===== src/rtl/latency_probe_pkg.sv =====
// -----------------------------------------------------------------------------
// latency_probe_pkg
//   Shared types and helpers for the latency_probe block.
//   - state_t   : measurement FSM states (IDLE, ARM, MEASURE)
//   - cnt_width : bits needed to hold the values 0..max_val (at least 1)
// -----------------------------------------------------------------------------
package latency_probe_pkg;

   typedef enum logic [1:0] {
      IDLE    = 2'd0,
      ARM     = 2'd1,
      MEASURE = 2'd2
   } state_t;

   function automatic int cnt_width(input int max_val);
      return (max_val < 1) ? 1 : $clog2(max_val + 1);
   endfunction

endpackage


===== src/rtl/latency_probe.sv =====
// -----------------------------------------------------------------------------
// latency_probe
//   Measures the round-trip latency (in clk cycles) of a single-bit path in the
//   same clock domain. On start it waits for QUIET_CYCLES consecutive low echo
//   samples, fires a one-cycle probe, and counts cycles until echo returns.
//   The probe cycle is cycle 0; an echo sampled in cycle N reports latency N.
//   No echo by cycle MAX_LATENCY reports a timeout with latency = MAX_LATENCY.
//
// Ports
//   clk      in   rising-edge clock
//   rst_n    in   asynchronous active-low reset
//   start    in   measurement request, sampled only in IDLE
//   echo     in   return end of the path under test
//   probe    out  launch pulse into the path under test (one cycle)
//   busy     out  high while arming or measuring
//   done     out  one-cycle pulse, echo received, latency valid
//   timeout  out  one-cycle pulse, no echo within MAX_LATENCY cycles
//   latency  out  last result, held until the next result
// -----------------------------------------------------------------------------
module latency_probe
   import latency_probe_pkg::*;
#(
   parameter  int MAX_LATENCY  = 255,
   parameter  int QUIET_CYCLES = 4,
   localparam int CNT_W        = cnt_width(MAX_LATENCY)
) (
   input  logic             clk,
   input  logic             rst_n,
   input  logic             start,
   input  logic             echo,
   output logic             probe,
   output logic             busy,
   output logic             done,
   output logic             timeout,
   output logic [CNT_W-1:0] latency
);

   localparam int QW = cnt_width(QUIET_CYCLES);

   localparam logic [CNT_W-1:0] MAX_C  = CNT_W'(MAX_LATENCY);
   localparam logic [QW-1:0]    Q_LAST = QW'(QUIET_CYCLES - 1);

   state_t           state;
   logic [QW-1:0]    qcnt;
   logic [CNT_W-1:0] cnt;

   // All outputs are registered; pulses default low and are set only on the
   // transition that produces them.
   always_ff @(posedge clk or negedge rst_n) begin
      if (!rst_n) begin
         state   <= IDLE;
         qcnt    <= '0;
         cnt     <= '0;
         probe   <= 1'b0;
         busy    <= 1'b0;
         done    <= 1'b0;
         timeout <= 1'b0;
         latency <= '0;
      end else begin
         probe   <= 1'b0;
         done    <= 1'b0;
         timeout <= 1'b0;
         case (state)
            IDLE: begin
               if (start) begin
                  state <= ARM;
                  qcnt  <= '0;
                  busy  <= 1'b1;
               end
            end
            ARM: begin
               // qcnt holds the number of lows already seen; this sample is
               // the last one needed when qcnt reaches QUIET_CYCLES-1.
               if (echo) begin
                  qcnt <= '0;
               end else if (qcnt == Q_LAST) begin
                  state <= MEASURE;
                  cnt   <= '0;
                  probe <= 1'b1;
               end else begin
                  qcnt <= qcnt + 1'b1;
               end
            end
            MEASURE: begin
               // Echo wins over timeout, so an echo in the final cycle still
               // reports a real measurement.
               if (echo) begin
                  latency <= cnt;
                  done    <= 1'b1;
                  busy    <= 1'b0;
                  state   <= IDLE;
               end else if (cnt == MAX_C) begin
                  latency <= MAX_C;
                  timeout <= 1'b1;
                  busy    <= 1'b0;
                  state   <= IDLE;
               end else begin
                  cnt <= cnt + 1'b1;
               end
            end
            default: begin
               state <= IDLE;
               busy  <= 1'b0;
            end
         endcase
      end
   end

endmodule


===== config.mk =====
export PLATFORM = sky130hd
export DESIGN_NAME = latency_probe
export DESIGN_NICKNAME = d
export VERILOG_FILES = /design/src/rtl/latency_probe_pkg.sv /design/src/rtl/latency_probe.sv
export SDC_FILE = /design/constraint.sdc
export NUM_CORES = 1
export LEC_CHECK = 0
export CAP_MARGIN = 5
export CORE_MARGIN = 2
export CORE_UTILIZATION = 42
export CTS_BUF_LIST = sky130_fd_sc_hd__clkbuf_8
export CTS_CLUSTER_DIAMETER = 150
export CTS_CLUSTER_SIZE = 14
export DETAILED_ROUTE_END_ITERATION = 10
export PLACE_DENSITY = 0.63
export SKIP_CTS_REPAIR_TIMING = 1
export SLEW_MARGIN = 20
export SYNTH_ARGS = -nofsm -noshare
export SYNTH_HDL_FRONTEND = slang
export SYNTH_SLANG_ARGS = --single-unit

===== constraint.sdc =====
create_clock -name clk -period 2.3 [get_ports clk]
set_input_delay 0.69 -clock clk [delete_from_list [all_inputs] [get_ports clk]]
set_output_delay 0.69 -clock clk [all_outputs]
set_load 0.05 [all_outputs]

* Word-level counts from Yosys, hierarchy flattened
Index checks and enable logic that the tools add are counted.
Operators by class: add/sub/neg operators 2, eq/ne operators 11, mux-type cells 29, bitwise gates (word level) 1, reductions and logical operators 9
Operators by type and width (number):
- 8-bit 2-to-1 mux | 6
- 8-bit case mux with 2 select lines | 1
- 1-bit 2-to-1 mux | 11
- 2-bit 2-to-1 mux | 5
- 2-bit != test, second input constant | 5
- 3-bit 2-to-1 mux | 3
- 8-bit by 1-bit adder with 8-bit output, second input constant | 1
- 8-bit == test, second input constant | 1
- 3-bit != test, second input constant | 2
- 2-bit case mux with 3 select lines | 1
- 3-bit case mux with 2 select lines | 1
- 3-bit AND reduction | 2
- 2-bit nonzero test | 3
- 5-bit AND reduction | 1
- 4-bit AND reduction | 1
- 3-bit by 1-bit adder with 3-bit output, second input constant | 1
- 3-bit by 2-bit == test with 1-bit output, second input constant | 1
- 1-bit case mux with 3 select lines | 1
- 2-bit by 1-bit == test with 1-bit output, second input constant | 1
- 2-bit == test, second input constant | 1
- 2-bit logical NOT | 1
- 2-bit AND reduction | 1
- 1-bit inverter | 1
Word-level totals: bits in registers 25

* Longest topological paths before layout
depth in word-level cells 4, mapped depth 6

* Least setup slack after synthesis
No wires, ideal clock.
path type in2reg, from input echo, to register qcnt[0], library setup time 125 ps, arrival 1566 ps, required time 2175 ps, setup slack 609 ps, stages on the path 4, path buffers 1, path through buf_6 -> inv_6 -> a311oi_2 -> mux2_4
Between the ends: longest elaborated chain between the ends 2, elaborated cells on any way between the ends 4, classes of those cells eq/ne: 1; mux: 2; reduce/logical: 1
Ends and longest elaborated chain:
- start, declared | line latency_probe.sv:30 | input logic echo,
- 3-bit != test (no line) / 3-bit 2-to-1 mux (equally long branches)
- 3-bit AND reduction (no line) / 3-bit case mux with 2 select lines (equally long branches)
- end signal, assigned | line latency_probe.sv:81 | qcnt <= qcnt + 1'b1;
- end, declared | line latency_probe.sv:44 | logic [QW-1:0] qcnt;
Several ways; a longest one is shown, not always the timed one. A chain may end at the register's enable or synchronous reset.

* Worst setup path after layout
from register busy, to output busy
RTL lines:
- start, declared | line latency_probe.sv:32 | output logic busy,
- start signal, assigned | line latency_probe.sv:55 | busy <= 1'b0;
- start signal, assigned | line latency_probe.sv:68 | busy <= 1'b1;
- start signal, assigned | line latency_probe.sv:90 | busy <= 1'b0;
No word-level cell between the ends.

==> flow_metrics.tcl <==
set metrics [dict create \
    status "completed" \
    start_kind "register" \
    yosysTopAreaCellShare_pct 51.0 \
    worst_slew_margin_rel_pct 66.5 \
    clock-root-buffer "clkbuf_8" \
    grt_usage_pct 15.9 \
    required_ps 1610 \
    finalSetupTns_ps 0 \
    crit_slowest_cell "clkdlybuf4s50_1" \
    row_count 19 \
    finalNetCount 133 \
    critPathBufInv 1 \
    die-width_um 58.0 \
    hold_viol 0 \
    antenna_cells 0 \
    cp_top_family "buffers and inverters" \
    netlist_instances 106 \
    worstPathArrival_ps 1470 \
    ant_nets 0 \
    synth.top_cells.by_area "dfrtp_1, o22a_1, ha_1" \
    rsz0062_at_grt "no" \
    synth-main-ff-cell "dfrtp_1" \
    max_slew.worst_pin.slew_ps 501 \
    gp_congestion 0.877 \
    fin_area_um2 1460 \
    cpPeakStageDelay_ps 810 \
    cts_tree "built" \
    skew_ps 1.65 \
    die_h_um 58.0 \
    yosys-top-cells-count "dfrtp_1, nand3_1, o22a_1, inv_1, nand2_1" \
    yosysWarnings 0 \
    drt_iter0_drc 17 \
    period_minus_slack_ps 2160 \
    num_io_pins 16 \
    ys_ff_latch 25 \
    grt_antenna_before_repair 0 \
    cap_viol_max_count 0 \
    grt_pass1_vias 884 \
    power-per-cell-area_nw_per_um2 1030 \
    dieArea_um2 3370 \
    post_drt_via_cell_ratio 5.69 \
    path_class "reg2out" \
    startpoint "busy$_DFFE_PN0P_" \
    firstDrtPassIters 4 \
    grt_first_pass_wirelength_mm 4.02 \
    worst-path-stages 1 \
    coreArea_um2 2760 \
    fmax_ghz 0.463 \
    p_leak_nw 0.617 \
    n_fill_cell 244 \
    drive_above_1_share_pct 16.0 \
    synth_most_common_cell "dfrtp_1" \
    vias 888 \
    synthesis.area_um2 1230 \
    worstSkewPairLatency_ps 270 \
    wirelength_mm 2.31 \
    ir_worst_vdd_v 0.000757 \
    synthArstFlopShare_pct 100 \
    hp-class "reg2reg" \
    synth-seq-area-share_pct 51.0 \
    reg2reg_depth 5 \
    grt_max_degree 26 \
    yosys.cell_types.count 39 \
    globalRouteOverflowTotal 0 \
    cts_buffer_depth 2 \
    wl_per_cell_um 14.8 \
    cts_sinks 25 \
    synth_area_per_cell_um2 11.6 \
    critical_path.cell_chain "clkdlybuf4s50_1" \
    ctsHtreeMaxLevel 1 \
    syn_to_final_growth_pct 19.0 \
    fin_crit_sh_pct 93.8 \
    clkTransAtPathRegs_ps 90 \
    worstHoldStart "latency[3]$_DFFE_PN0P_" \
    hpwl_mm 1.74 \
    placed_cell_area_um2 1410 \
    crit_path_max_fanout 3 \
    yosysTopAreaCell "dfrtp_1" \
    mappedNetlistNets 113 \
    initial_utilization_pct 44.5 \
    cp-end-kind "primary output" \
    r2r_start "cnt[0]$_DFFE_PN0P_" \
    drc 0 \
    synth-edff-count 0 \
    final_max_slew_viol_count 0 \
    setup_violations 0 \
    numCtsBuffers 3 \
    hold_depth 1 \
    io_buffers 15 \
]
## layout by cell type (no fill, tap or decap), types with 2 or more instances in the layout
| master | n |
|---|---|
| dfrtp_1 | 25 |
| clkdlybuf4s50_1 | 15 |
| nand3_1 | 7 |
| o22a_1 | 7 |
| inv_1 | 6 |
| nand2_1 | 6 |
| a21oi_1 | 5 |
| nor2_1 | 4 |
| o21ai_0 | 4 |
| nand4_1 | 3 |
| nor3_1 | 3 |
| o21ai_1 | 3 |
| ha_1 | 3 |
| clkbuf_8 | 3 |
| buf_4 | 3 |
| nor4_1 | 2 |
| o21a_1 | 2 |
## path summary, 6_finish.rpt
check / end / slack (ps)
worst max register to register: latency[6]$_DFFE_PN0P_ / 580
worst min-delay path: latency[3]$_DFFE_PN0P_ / 500
worst min register to register: latency[3]$_DFFE_PN0P_ / 500
max in group asynchronous: busy$_DFFE_PN0P_ / 1290
worst max-delay path: busy / 140
min in group asynchronous: qcnt[0]$_DFFE_PN0P_ / 760
## cells by family after synthesis
kind of cell             share of synthesized area [%]
flip-flops                                        51.0
AO/OA/AOI/OAI                                     22.1
buffers and inverters                             4.80
XOR/XNOR                                         0.714
AND/OR/NAND/NOR                                   16.2
multiplexers                                      2.04
adder cells (fa/ha/maj)                           3.06
## flip-flops by register name, indices dropped and copies added (netlist names)
name     count
cnt          8
latency      8
qcnt         3
state        2
busy         1
done         1
probe        1
timeout      1
## cell type report
class,count,area [µm²],area share (%)
multi-input cells,71,542,37.1
clock inverters,1,7.51,0.515
well taps,31,38.8,2.66
flip-flops and latches,25,626,42.9
clock buffers,3,41.3,2.83
repair buffers,18,173,11.8
inverters,7,31.3,2.14
## report_power, final
part | switching, W | total, W | internal (W)
logic | 0.000362 | 0.000600 | 0.000237
clock network | 0.000143 | 0.000266 | 0.000123
registers | 0.0000906 | 0.000639 | 0.000548
## per-stage QoR
step	power, W	hold WS (ps)	instances	util (%)	setup slack, ps
final	0.00150	495	156	52.9	142
after global placement	0.00124	474	152	51.1	164
after global routing	0.00159	509	156	52.9	90.8
after detailed placement	0.00125	480	152	51.1	121
after CTS	0.00152	502	156	52.9	129
after floorplan	0.00105	394	106	-	609
## routing by layer
| metal | share of wire [%] | track usage (%) |
|---|---|---|
| met2 | 44 | 24.2 |
| met1 | 51 | 22.3 |
| met4 | 1.8 | 6.98 |
| met3 | 2.9 | 2.90 |
| met5 | 0 | 0 |
(Power assumes the default switching activity.)
